===== config.mk =====
export PLATFORM = sky130hd
export DESIGN_NAME = btn_conditioner
export DESIGN_NICKNAME = d
export VERILOG_FILES = /design/src/rtl/btn_conditioner.sv
export SDC_FILE = /design/constraint.sdc
export NUM_CORES = 1
export LEC_CHECK = 0
export ABC_AREA = 0
export CORE_ASPECT_RATIO = 0.6
export CORE_UTILIZATION = 45
export DETAILED_ROUTE_END_ITERATION = 7
export GPL_ROUTABILITY_DRIVEN = 0
export MAX_ROUTING_LAYER = met4
export PLACE_DENSITY_LB_ADDON = 0.08
export SYNTH_ARGS = -nofsm -noshare
export SYNTH_HDL_FRONTEND = slang
export SYNTH_SLANG_ARGS = --single-unit

===== constraint.sdc =====
create_clock -name clk -period 6.25 [get_ports clk]
set_clock_uncertainty 0.05 [all_clocks]
set_input_delay 1.25 -clock clk [delete_from_list [all_inputs] [get_ports clk]]
set_output_delay 1.25 -clock clk [all_outputs]
set_load 0.005 [all_outputs]

===== src/rtl/btn_conditioner.sv =====
// Push-button conditioner: 2-flop sync, ms prescaler, per-button debounce, press/release pulses, optional auto-repeat (BTN_CONDITIONER_AUTOREPEAT_EN).
// Latency: level follows sync after DEBOUNCE_MS ticks, pulses one cycle after the level edge; no backpressure, outputs are free-running.
module btn_conditioner #(
    parameter int NUM_BTN         = 5,
    parameter int CLK_HZ          = 100000000,
    parameter int DEBOUNCE_MS     = 10,
    parameter int REPEAT_DELAY_MS = 500,
    parameter int REPEAT_RATE_MS  = 125
) (
    input  logic               clk,
    input  logic               rst,
    input  logic [NUM_BTN-1:0] btn_raw,
    output logic [NUM_BTN-1:0] btn_level,
    output logic [NUM_BTN-1:0] btn_press,
    output logic [NUM_BTN-1:0] btn_release,
    output logic [NUM_BTN-1:0] btn_repeat,
    output logic               ms_tick
);

    localparam int TICK_DIV = (CLK_HZ / 1000 < 1) ? 1 : CLK_HZ / 1000;
    localparam int PW       = (TICK_DIV > 1) ? $clog2(TICK_DIV) : 1;
    localparam logic [PW-1:0] TICK_LAST = PW'(TICK_DIV - 1);
    localparam logic [7:0]    DB_TGT    = 8'(DEBOUNCE_MS);

    logic [NUM_BTN-1:0] sync1_q, sync1_d;
    logic [NUM_BTN-1:0] sync2_q, sync2_d;
    logic [PW-1:0]      pre_cnt_q, pre_cnt_d;
    logic [7:0]         db_cnt_q [NUM_BTN];
    logic [7:0]         db_cnt_d [NUM_BTN];
    logic [NUM_BTN-1:0] level_q, level_d;
    logic [NUM_BTN-1:0] level_prev_q, level_prev_d;
    logic [NUM_BTN-1:0] press_q, press_d;
    logic [NUM_BTN-1:0] release_q, release_d;
    logic               tick;

    assign tick = (pre_cnt_q == TICK_LAST);

    always_comb begin
        sync1_d      = btn_raw;
        sync2_d      = sync1_q;
        pre_cnt_d    = tick ? '0 : pre_cnt_q + PW'(1);
        level_d      = level_q;
        level_prev_d = level_q;
        for (int i = 0; i < NUM_BTN; i++) begin
            db_cnt_d[i] = db_cnt_q[i];
            // Any cycle agreeing with the accepted level restarts the count.
            if (sync2_q[i] == level_q[i]) begin
                db_cnt_d[i] = '0;
            end else if (tick) begin
                if (db_cnt_q[i] + 8'd1 == DB_TGT) begin
                    level_d[i]  = ~level_q[i];
                    db_cnt_d[i] = '0;
                end else begin
                    db_cnt_d[i] = db_cnt_q[i] + 8'd1;
                end
            end
        end
        press_d   = level_q & ~level_prev_q;
        release_d = ~level_q & level_prev_q;
    end

    always_ff @(posedge clk) begin
        if (rst) begin
            sync1_q      <= '0;
            sync2_q      <= '0;
            pre_cnt_q    <= '0;
            level_q      <= '0;
            level_prev_q <= '0;
            press_q      <= '0;
            release_q    <= '0;
            for (int i = 0; i < NUM_BTN; i++) begin
                db_cnt_q[i] <= '0;
            end
        end else begin
            sync1_q      <= sync1_d;
            sync2_q      <= sync2_d;
            pre_cnt_q    <= pre_cnt_d;
            level_q      <= level_d;
            level_prev_q <= level_prev_d;
            press_q      <= press_d;
            release_q    <= release_d;
            for (int i = 0; i < NUM_BTN; i++) begin
                db_cnt_q[i] <= db_cnt_d[i];
            end
        end
    end

    assign btn_level   = level_q;
    assign btn_press   = press_q;
    assign btn_release = release_q;
    assign ms_tick     = tick;

`ifdef BTN_CONDITIONER_AUTOREPEAT_EN
    typedef enum logic [1:0] {RP_IDLE, RP_DELAY, RP_RATE} rp_state_t;

    localparam logic [15:0] RP_DELAY_TGT = 16'(REPEAT_DELAY_MS);
    localparam logic [15:0] RP_RATE_TGT  = 16'(REPEAT_RATE_MS);

    rp_state_t          rp_st_q  [NUM_BTN];
    rp_state_t          rp_st_d  [NUM_BTN];
    logic [15:0]        rp_cnt_q [NUM_BTN];
    logic [15:0]        rp_cnt_d [NUM_BTN];
    logic [NUM_BTN-1:0] repeat_q, repeat_d;

    always_comb begin
        repeat_d = '0;
        for (int i = 0; i < NUM_BTN; i++) begin
            rp_st_d[i]  = rp_st_q[i];
            rp_cnt_d[i] = rp_cnt_q[i];
            // A released level wins over a repeat that would fire this cycle.
            if (!level_q[i]) begin
                rp_st_d[i]  = RP_IDLE;
                rp_cnt_d[i] = '0;
            end else begin
                case (rp_st_q[i])
                    RP_IDLE: begin
                        if (press_q[i]) begin
                            rp_st_d[i]  = RP_DELAY;
                            rp_cnt_d[i] = '0;
                        end
                    end
                    RP_DELAY: begin
                        if (tick) begin
                            if (rp_cnt_q[i] + 16'd1 == RP_DELAY_TGT) begin
                                repeat_d[i] = 1'b1;
                                rp_cnt_d[i] = '0;
                                rp_st_d[i]  = RP_RATE;
                            end else begin
                                rp_cnt_d[i] = rp_cnt_q[i] + 16'd1;
                            end
                        end
                    end
                    RP_RATE: begin
                        if (tick) begin
                            if (rp_cnt_q[i] + 16'd1 == RP_RATE_TGT) begin
                                repeat_d[i] = 1'b1;
                                rp_cnt_d[i] = '0;
                            end else begin
                                rp_cnt_d[i] = rp_cnt_q[i] + 16'd1;
                            end
                        end
                    end
                    default: begin
                        rp_st_d[i]  = RP_IDLE;
                        rp_cnt_d[i] = '0;
                    end
                endcase
            end
        end
    end

    always_ff @(posedge clk) begin
        if (rst) begin
            repeat_q <= '0;
            for (int i = 0; i < NUM_BTN; i++) begin
                rp_st_q[i]  <= RP_IDLE;
                rp_cnt_q[i] <= '0;
            end
        end else begin
            repeat_q <= repeat_d;
            for (int i = 0; i < NUM_BTN; i++) begin
                rp_st_q[i]  <= rp_st_d[i];
                rp_cnt_q[i] <= rp_cnt_d[i];
            end
        end
    end

    assign btn_repeat = repeat_q;
`else
    assign btn_repeat = '0;
`endif

endmodule


# --- After elaboration in Yosys (flattened, before gate mapping) ---
# Memories as Yosys holds them, arrays and structs flattened.
# Index checks and enable logic that the tools add are counted.
classes:
  muxes: 23
  n_reduce_logical: 6
  eq_ne: 11
  n_bitwise: 19
  add_sub_neg: 6
op_table:
  columns: ["op", "count"]
  rows:
  - ["$mux W8", 20]
  - ["$add A8 B1 Y8 const B", 5]
  - ["$eq A8 B4 Y1 const B", 5]
  - ["$add A17 B1 Y17 const B", 1]
  - ["$eq A17 B17 Y1 const B", 1]
  - ["$reduce_and A3 Y1", 5]
  - ["$and A5 B5 Y5", 2]
  - ["$not A1 Y1", 10]
  - ["$not A5 Y5", 2]
  - ["$eq A1 B1 Y1", 5]
  - ["$or A1 B1 Y1", 5]
  - ["$mux W1", 3]
  - ["$reduce_or A2 Y1", 1]
totals:
  ff_bits: 47
  ramBits: 40
  inputBits: 7
  memories: 1
memory_table:
  columns: ["memory", "words", "width", "read_ports", "rd_clocked_by_memory_dff", "wr", "line", "rtl"]
  rows:
  - ["db_cnt_q", 5, 8, 5, 0, 5, "28", "logic [7:0] db_cnt_q [NUM_BTN];"]

# --- Logic depth before layout (Yosys ltp) ---
# Gate-level depths: netlist of run 1.
# An unclocked memory read counts as a cell.
depth:
  depth_word: 7
  mapped_depth: 10
  depth_no_buf: 7

# --- Worst setup path after synthesis of run 1 ---
# OpenSTA, ideal clock, no wires.
synth_timing:
  path_type: "register to output"
  from: "reg pre_cnt_q[0]"
  to: "out ms_tick"
  stages_incl_launch_ff: 9
  required_time_ns: 4.950
  slack_ns: 3.092
  arrival_ns: 1.858
  cell_sequence: "dfxtp_1 ha_1 nand3_1 or4_1 clkbuf_1 or2_1 buf_6 inv_2 buf_4"
synth_between:
  elab_chain_cells: 1
synth_rtl:
  columns: ["item", "line", "rtl"]
  rows:
  - ["start, declared", "27", "logic [PW-1:0] pre_cnt_q, pre_cnt_d;"]
  - ["start signal, assigned", "77", "pre_cnt_q <= pre_cnt_d;"]
  - ["$eq A17 B17 Y1", "36", "assign tick = (pre_cnt_q == TICK_LAST);"]
  - ["end, declared", "17", "output logic ms_tick"]
# Every way passes these cells.

# --- Worst setup path after layout of run 1 ---
# Ends and elaborated chain as after synthesis.

==> results.sh, run 1 <==
export IMPL_cts_resized=0
export IMPL_grt_antenna_before_repair=0
export IMPL_antennaDiodeCount=0
export IMPL_slew_violations=0
export IMPL_ys_flop_type="dfxtp_1"
export IMPL_status="finished, final reports clean"
export IMPL_swShare_pct=20.9
export IMPL_fp_dieW_um=126
export IMPL_power_frac_clock_pct=47.8
export IMPL_avgViaCountPerCell=5.16
export IMPL_io_pins=28
export IMPL_initial_core_util_pct=47.5
export IMPL_cp_slowest_cell="clkdlybuf4s50_1"
export IMPL_clock_path_buffers=2
export IMPL_worst_pin_slew_ns=0.791
export IMPL_cts_root_buf="clkbuf_16"
export IMPL_vias=3104
export IMPL_leakage_nw=1.53
export IMPL_post_cts_setup_buffers=0
export IMPL_layout_common_cells="dfxtp_1, nor2_1, xnor2_1"
export IMPL_path_class="flip-flop to primary output"
export IMPL_path_delay_family="simple AND/OR/NAND/NOR gates"
export IMPL_ys_seq_area_share_pct=41.9
export IMPL_grt_use_total_pct=18.9
export IMPL_postSynthCellCount=471
export IMPL_finalSetupTns_ns=0
export IMPL_cts_tree="yes"
export IMPL_h_tree_depth=3
export IMPL_num_rows=26
export IMPL_async_reset_ff_share_pct=0
export IMPL_wl_um=8010
export IMPL_slew_headroom_pct=47.3
export IMPL_hold_viol=0
export IMPL_critPathCaptureType="primary output"
export IMPL_fin_nets=503
export IMPL_synth_fa_ha_area_share_pct=3.31
export IMPL_grt_pass1_wl_um=14200
export IMPL_hp_class="flip-flop to flip-flop"
export IMPL_grt_pass1_vias=2937
export IMPL_synth_top_family_by_area="simple AND/OR/NAND/NOR gates"
export IMPL_worst_ir_drop_vdd_uv=151
export IMPL_synth_warnings=0
export IMPL_portBuffers=22
export IMPL_r2r_slack_ns=3.22
export IMPL_fin_area_mm2=0.00472
export IMPL_ant_nets=0
export IMPL_synth_simple_area_share_pct=27.7
export IMPL_maxCapViolCount=0
export IMPL_p_int_mw=0.880
export IMPL_dieArea_mm2=0.00965
export IMPL_synthesis_area_mm2=0.00416
export IMPL_die_h_um=76.5
export IMPL_pwr_share_comb_pct=1.7
export IMPL_hpwlAfterDp_um=5600
export IMPL_clock_sinks=87
export IMPL_grt_overflow=0
export IMPL_max_stage_delay_ns=0.56
export IMPL_drt_iter0_drc=245
export IMPL_cp_start_kind="flip-flop"
export IMPL_wl_per_cell_um=13.3
export IMPL_clkLatencyLatePin_ns=0.33
export IMPL_switchingPower_mw=0.232
export IMPL_postCtsHoldBufs=0
export IMPL_fin_crit_sh_pct=74.3
export IMPL_syn_avg_cell_area_um2=8.83
export IMPL_drc=0
export IMPL_drive_above_1_share_pct=6.12
export IMPL_core_mm2=0.00875
export IMPL_final_common_cell="dfxtp_1"
export IMPL_cts_buffers=9
export IMPL_grt_max_degree=33
export IMPL_power_density_mw_per_mm2=236
export IMPL_rsz0062_at_grt="no"
export IMPL_fmax_ghz=0.215
export IMPL_crit_buf_inv=3
export IMPL_totalPowerFinal_mw=1.11
export IMPL_ys_types=46
export IMPL_crit_required_ns=4.95
export IMPL_synth_compound_area_share_pct=7.94
export IMPL_seqPwrFrac_pct=50.5
export IMPL_synthXorXnorAreaFrac_pct=12.0
export IMPL_area_delta_synth_final_pct=13.4
export IMPL_setup_viol=0
export IMPL_synth_ff_latch_count=87
export IMPL_crit_chain="ha_1, nand3_1, or4_1, buf_4, or2_1, inv_2, clkdlybuf4s50_1"
export IMPL_worstPathMaxFanout=32
export IMPL_placed_area_mm2=0.00442
export IMPL_clk_pin_slew_ns=0.06
export IMPL_muxShareOfSynthArea_pct=1.68
export IMPL_layout_min_cycle_time_ns=4.64
export IMPL_arrival_ns=3.34
export IMPL_synth_edf_count=0
export IMPL_firstDrtPassIters=4
cell type report:
class	count	area, um2
Clock buffer	10	229
Fill cell	789	4030
Sequential cell	87	1740
Clock inverter	6	70.1
Inverter	23	86.3
Timing Repair Buffer	25	243
Multi-Input combinational cell	339	2210
Tap cell	112	140
power groups by stage:
stage          combinational [mW]  sequential (mW)  clock [mW]
2_1_floorplan              0.0156            0.573           0
3_3_place_gp               0.0193            0.574           0
3_5_place_dp               0.0195            0.574           0
4_1_cts                    0.0195            0.562       0.545
5_1_grt                    0.0221            0.562       0.573
6_report                   0.0190            0.562       0.531
through the flow:
stage / cells / util (%) / hold slack [ns] / setup WS [ns]
floorplan: 475 / - / 0.334 / 3.09
global placement: 586 / 50.5 / 0.343 / 2.05
detailed placement: 586 / 50.5 / 0.348 / 1.97
CTS: 602 / 53.9 / 0.356 / 1.60
global route: 602 / 53.9 / 0.365 / 1.42
finish: 602 / 53.9 / 0.354 / 1.61
logic make-up (layout without fill, tap and decap cells):
group | count (synthesis) | after routing
flops | 87 | 87
xor+xnor | 57 | 57
fa+ha+maj | 11 | 11
simple gates | 223 | 223
other cells | 1 | 5
buf+inv | 49 | 64
mux | 7 | 7
compound gates | 36 | 36
worst register-to-register path: stages (launching register included):
cell and delay [ns]:
dfxtp_1 0.35, ha_1 0.24, nand3_1 0.15, or4_1 0.53, buf_4 0.26, or2_1 0.56
inv_2 0.35, nand4_1 0.24, mux2i_1 0.17
cells in the mapped netlist (2+ instances only):
master	instances	area [um2]
nor4b_1	3	26.3
xnor2_1	41	359
buf_6	2	22.5
a311o_1	2	20.0
xor2_1	16	140
o21bai_1	2	15.0
dfxtp_1	87	1740
buf_4	6	45.0
mux2i_1	7	70.1
nor3_1	32	160
nand4_1	6	37.5
nor2_1	56	210
inv_1	22	82.6
ha_1	11	138
and3_1	6	37.5
clkbuf_1	10	37.5
a2111oi_4	3	82.6
or4_1	4	30.0
nand2b_1	16	100
buf_1	5	18.8
buf_2	2	10.0
nand3_1	24	120
nand2_1	29	109
or2_1	2	12.5
a21oi_1	6	30.0
nor3b_1	12	90.1
nor2b_1	13	81.3
a2111oi_2	3	45.0
nor4_1	12	75.1
a31oi_1	7	43.8
a21oi_2	2	17.5
and2_1	2	12.5
o21ai_0	7	35.0
per-layer routing:
metal	vias up	share of wire (%)	track usage (%)	routed length (um)
met2	64	39	26.2	3140
li1	1622	-	-	-
met4	0	1.1	5.42	85
met1	1408	56	26.6	4450
met5	-	0	-	0
met3	10	4.1	5.13	331
state kept, by name, summed over array words and instances (netlist names):
name / count
db_cnt_q: 40
btn_press: 5
sync2_q: 5
btn_level: 5
level_prev_q: 5
pre_cnt_q: 17
sync1_q: 5
btn_release: 5
path summary, 6_finish.rpt:
kind	startpoint	to	cells after the start
worst min-delay path	level_prev_q[1]$_SDFF_PP0_	btn_press[1]$_SDFF_PP0_	1
worst min register to register	level_prev_q[1]$_SDFF_PP0_	btn_press[1]$_SDFF_PP0_	1
worst max register to register	pre_cnt_q[0]$_SDFF_PP0_	btn_level[3]$_SDFFE_PP0P_	8
worst max-delay path	pre_cnt_q[0]$_SDFF_PP0_	ms_tick	7
Note: power is estimated with default switching activity, not from simulation.
==> run 2, diff against run 1 <==
==> constraint.sdc (replaced) <==
create_clock -name clk -period 4.4 [get_ports clk]
set_clock_uncertainty 0.05 [all_clocks]
set_input_delay 0.88 -clock clk [delete_from_list [all_inputs] [get_ports clk]]
set_output_delay 0.88 -clock clk [all_outputs]
set_load 0.005 [all_outputs]
==> run 2 against run 1 <==
Worst hold slack better by 0.0027 ns. First-iteration DRC count is 6.9% lower. Largest cell class unchanged. Via count up 0.61%. Total power is 42% higher. Global-route usage decreased by 0.48 points. Setup slack worse by 0.79 ns.
==> results.sh, run 2 (synthesized netlist as in run 1, its figures left out) <==
export IMPL_worstPathMaxFanout=11
export IMPL_postCtsHoldBufs=0
export IMPL_pre_cts_slack_ns=1.16
export IMPL_cts_tree="yes"
export IMPL_pwr_share_comb_pct=1.7
export IMPL_arrival_ns=2.65
export IMPL_swShare_pct=21.0
export IMPL_die_h_um=76.5
export IMPL_finalSetupTns_ns=0
export IMPL_setup_viol=0
export IMPL_h_tree_depth=3
export IMPL_cp_slowest_cell="clkdlybuf4s50_1"
export IMPL_initial_core_util_pct=47.5
export IMPL_reg_top3="db_cnt_q (40), pre_cnt_q (17)"
export IMPL_io_pins=28
export IMPL_drive_above_1_share_pct=6.31
export IMPL_grt_overflow=0
export IMPL_seqPwrFrac_pct=50.4
export IMPL_leakage_nw=1.54
export IMPL_clock_sinks=87
export IMPL_switchingPower_mw=0.332
export IMPL_wl_per_cell_um=13.4
export IMPL_crit_required_ns=3.47
export IMPL_avgViaCountPerCell=5.18
export IMPL_firstDrtPassIters=5
export IMPL_status="finished, final reports clean"
export IMPL_wl_um=8050
export IMPL_vias=3123
export IMPL_power_density_mw_per_mm2=335
export IMPL_grt_max_degree=32
export IMPL_rsz0062_at_grt="no"
export IMPL_layout_min_cycle_time_ns=3.58
export IMPL_dieArea_mm2=0.00965
export IMPL_fmax_ghz=0.279
export IMPL_maxCapViolCount=0
export IMPL_fin_nets=504
export IMPL_antennaDiodeCount=0
export IMPL_clk_pin_slew_ns=0.06
export IMPL_largest_reg_flops=40
export IMPL_path_class="flip-flop to primary output"
export IMPL_cts_root_buf="clkbuf_16"
export IMPL_worst_pin_slew_ns=0.618
export IMPL_core_mm2=0.00875
export IMPL_worst_ir_drop_vdd_uv=218
export IMPL_fin_hold_ws_ns=0.357
export IMPL_final_setup_worst_slack_ns=0.815
export IMPL_clkLatencyLatePin_ns=0.34
export IMPL_slew_headroom_pct=58.8
export IMPL_area_delta_synth_final_pct=13.6
export IMPL_hold_viol=0
export IMPL_path_delay_family="simple AND/OR/NAND/NOR gates"
export IMPL_fin_crit_sh_pct=81.5
export IMPL_totalPowerFinal_mw=1.58
export IMPL_grt_use_total_pct=18.4
export IMPL_max_stage_delay_ns=0.55
export IMPL_portBuffers=22
export IMPL_slew_violations=0
export IMPL_final_common_cell="dfxtp_1"
export IMPL_drc=0
export IMPL_hp_class="flip-flop to flip-flop"
export IMPL_cts_resized=0
export IMPL_cts_buffers=9
export IMPL_grt_pass1_wl_um=13700
export IMPL_fp_dieW_um=126
export IMPL_critPathCaptureType="primary output"
export IMPL_top_register="db_cnt_q"
export IMPL_cp_start_kind="flip-flop"
export IMPL_grt_antenna_before_repair=0
export IMPL_clock_path_buffers=2
export IMPL_post_cts_setup_buffers=0
export IMPL_power_frac_clock_pct=47.9
export IMPL_ant_nets=0
export IMPL_layout_common_cells="dfxtp_1, nor2_1, xnor2_1"
export IMPL_p_int_mw=1.25
export IMPL_crit_buf_inv=2
export IMPL_num_rows=26
export IMPL_hpwlAfterDp_um=5530
export IMPL_drt_iter0_drc=228
export IMPL_crit_chain="ha_1, nand3_1, or4_1, or2_1, inv_2, clkdlybuf4s50_1"
export IMPL_grt_pass1_vias=2866
run 2: changes by cell type in the layout (fill, tap and decap cells not counted):
cell / before / now
clkinv_2: 0 / 1
inv_6: 1 / 2
clkinvlp_4: 3 / 1
buf_4: 3 / 4
run 2: worst register-to-register path, cell delays in order (launching register included):
cell,delay [ns]
dfxtp_1,0.35
ha_1,0.23
nand3_1,0.14
or4_1,0.54
buf_4,0.26
nor4_1,0.52
or3b_1,0.39
a21oi_1,0.15
run 2: layout make-up:
class	instances	area, um2
inverter	23	86.3
sequential	87	1740
clock inverter	6	68.8
fill	781	4030
tap	112	140
multi-input combinational	339	2210
timing repair buffer	26	250
clock buffer	10	229
run 2: per-layer routing:
layer / global-route usage, % / routed length [um] / vias to the layer above
met5: - / 0 / -
met4: 5.66 / 55 / 0
met3: 5.55 / 302 / 4
met2: 24.1 / 3080 / 47
met1: 26.6 / 4620 / 1452
li1: - / - / 1620
run 2: power groups by stage:
stage / Combinational, mW / Clock, mW / Sequential [mW]
after floorplan: 0.0222 / 0 / 0.814
after global placement: 0.0274 / 0 / 0.815
after detailed placement: 0.0273 / 0 / 0.815
after CTS: 0.0273 / 0.781 / 0.797
after global routing: 0.0312 / 0.810 / 0.798
final: 0.0271 / 0.759 / 0.797
run 2: through the flow:
stage	util [%]	cell area (um2)	instances
after floorplan	-	4180	475
after global placement	50.6	4430	587
after detailed placement	50.6	4430	587
after CTS	54.0	4720	603
after global routing	54.0	4720	603
final	54.0	4720	603
run 2: worst paths after layout:
| check | slack [ns] | to | cells after the start | start |
|---|---|---|---|---|
| setup / recovery | 0.82 | ms_tick | 6 | pre_cnt_q[0]$_SDFF_PP0_ |
| hold / removal | 0.36 | btn_press[1]$_SDFF_PP0_ | 1 | level_prev_q[1]$_SDFF_PP0_ |
| setup reg to reg | 1.70 | db_cnt_q[0][39]$_SDFFE_PP0N_ | 7 | pre_cnt_q[0]$_SDFF_PP0_ |
| hold reg to reg | 0.36 | btn_press[1]$_SDFF_PP0_ | 1 | level_prev_q[1]$_SDFF_PP0_ |
==> run 3, diff against run 2 <==
==> constraint.sdc (replaced) <==
create_clock -name clk -period 3.61 [get_ports clk]
set_clock_uncertainty 0.05 [all_clocks]
set_input_delay 0.722 -clock clk [delete_from_list [all_inputs] [get_ports clk]]
set_output_delay 0.722 -clock clk [all_outputs]
set_load 0.005 [all_outputs]
==> run 3 against run 2 <==
Sequential share of layout area is 0.088 points higher. Highest routed layer unchanged. Sequential cell count is the same. Final area decreased by 0.24%. Total power increased by 20%. Global-route usage up 1.3 points. Clock power up 19%. Non-clock buffer count did not move. Utilization fell by 0.13 points. Critical endpoint unchanged. Worst hold slack is essentially flat.
==> results.sh, run 3 (synthesized netlist as in run 1, its figures left out) <==
export IMPL_status="finished, final reports clean"
export IMPL_cts_tree="yes"
export IMPL_slew_headroom_pct=61.4
export IMPL_fin_crit_sh_pct=95.0
export IMPL_setup_viol=0
export IMPL_clock_path_buffers=2
export IMPL_firstDrtPassIters=4
export IMPL_final_common_cell="dfxtp_1"
export IMPL_cp_start_kind="flip-flop"
export IMPL_drt_iter0_drc=169
export IMPL_worstPathMaxFanout=11
export IMPL_h_tree_depth=3
export IMPL_arrival_ns=2.66
export IMPL_grt_use_total_pct=19.8
export IMPL_largest_reg_flops=40
export IMPL_wl_per_cell_um=13.9
export IMPL_wl_um=8390
export IMPL_reg_top3="db_cnt_q (40), pre_cnt_q (17)"
export IMPL_max_stage_delay_ns=0.55
export IMPL_hold_viol=0
export IMPL_crit_chain="ha_1, nand3_1, or4_1, or2_1, inv_2, clkdlybuf4s50_1"
export IMPL_grt_pass1_vias=2961
export IMPL_dieArea_mm2=0.00965
export IMPL_cp_slowest_cell="clkdlybuf4s50_1"
export IMPL_drc=0
export IMPL_clkLatencyLatePin_ns=0.35
export IMPL_drive_above_1_share_pct=6.52
export IMPL_finalSetupTns_ns=0
export IMPL_grt_pass1_wl_um=14500
export IMPL_initial_core_util_pct=47.5
export IMPL_grt_overflow=0
export IMPL_critPathCaptureType="primary output"
export IMPL_area_delta_synth_final_pct=13.3
export IMPL_stdcell_count=603
export IMPL_grt_antenna_before_repair=0
export IMPL_io_pins=28
export IMPL_worst_ir_drop_vdd_uv=232
export IMPL_fp_dieW_um=126
export IMPL_hp_class="flip-flop to flip-flop"
export IMPL_clk_pin_slew_ns=0.07
export IMPL_fmax_ghz=0.292
export IMPL_layout_common_cells="dfxtp_1, nor2_1, xnor2_1"
export IMPL_power_density_mw_per_mm2=404
export IMPL_hpwlAfterDp_um=5760
export IMPL_clock_sinks=87
export IMPL_avgViaCountPerCell=5.23
export IMPL_holdPathStages=1
export IMPL_cts_resized=0
export IMPL_worst_pin_slew_ns=0.579
export IMPL_postCtsHoldBufs=0
export IMPL_leakage_nw=1.53
export IMPL_cts_root_buf="clkbuf_16"
export IMPL_cts_buffers=9
export IMPL_layout_min_cycle_time_ns=3.43
export IMPL_post_cts_setup_buffers=0
export IMPL_core_mm2=0.00875
export IMPL_maxCapViolCount=0
export IMPL_num_rows=26
export IMPL_top_register="db_cnt_q"
export IMPL_crit_required_ns=2.84
export IMPL_path_class="flip-flop to primary output"
export IMPL_grt_max_degree=32
export IMPL_rsz0062_at_grt="no"
export IMPL_die_h_um=76.5
export IMPL_antennaDiodeCount=0
export IMPL_rr_worst_depth=7
export IMPL_post_place_cells=587
export IMPL_fin_nets=504
export IMPL_slew_violations=0
export IMPL_portBuffers=22
export IMPL_ant_nets=0
export IMPL_vias=3156
## run 3: changes by cell type in the layout (fill, tap and decap cells not counted)
cell,previous run,this run
inv_6,2,3
bufinv_16,1,0
inv_8,0,2
clkbuf_1,1,0
clkinv_4,1,0
## run 3: final cells by class
class / count / area, um2
Fill cell: 799 / 4040
Tap cell: 112 / 140
Inverter: 23 / 86.3
Sequential cell: 87 / 1740
Timing Repair Buffer: 26 / 250
Multi-Input combinational cell: 339 / 2210
Clock inverter: 7 / 61.3
Clock buffer: 9 / 225
## run 3: final timing paths
path                              start                           end  slack, ns
max             pre_cnt_q[0]$_SDFF_PP0_                       ms_tick       0.18
min          level_prev_q[0]$_SDFF_PP0_       btn_press[0]$_SDFF_PP0_       0.36
max reg2reg     pre_cnt_q[0]$_SDFF_PP0_  db_cnt_q[0][39]$_SDFFE_PP0N_       0.97
min reg2reg  level_prev_q[0]$_SDFF_PP0_       btn_press[0]$_SDFF_PP0_       0.36
## run 3: where the power goes
part | total (mW) | internal [mW] | leakage (nW) | switching, mW
clock network | 0.901 | 0.482 | 0.141 | 0.418
registers | 0.971 | 0.967 | 0.703 | 0.00410
logic | 0.0334 | 0.0156 | 0.691 | 0.0178
total | 1.91 | 1.46 | 1.53 | 0.440
## run 3: metrics by stage
stage	total power, mW	area (um2)	hold WS, ns	utilization (%)	setup slack (ns)
final	1.91	4710	0.356	53.9	0.180
after floorplan	1.02	4180	0.334	-	0.980
after global routing	1.97	4710	0.387	53.9	0.0774
after global placement	1.03	4430	0.348	50.6	0.572
after detailed placement	1.03	4430	0.351	50.6	0.545
after CTS	1.93	4710	0.359	53.9	0.168
## run 3: routing by layer
layer  global-route usage, %  vias up  wire length (um)
li1                        -     1627                 -
met1                    28.7     1467              4780
met2                    25.5       49              3140
met3                    5.55       13               357
met4                    6.99        0               112
met5                       -        -                 0
## run 3: critical path, delay by kind of cell, from the launching register on
family | cells | cell delay [ns]
AND/OR/NAND/NOR | 3 | 0.96
buffers and inverters | 2 | 0.77
flip-flops | 1 | 0.35
adder cells (fa/ha/maj) | 1 | 0.24
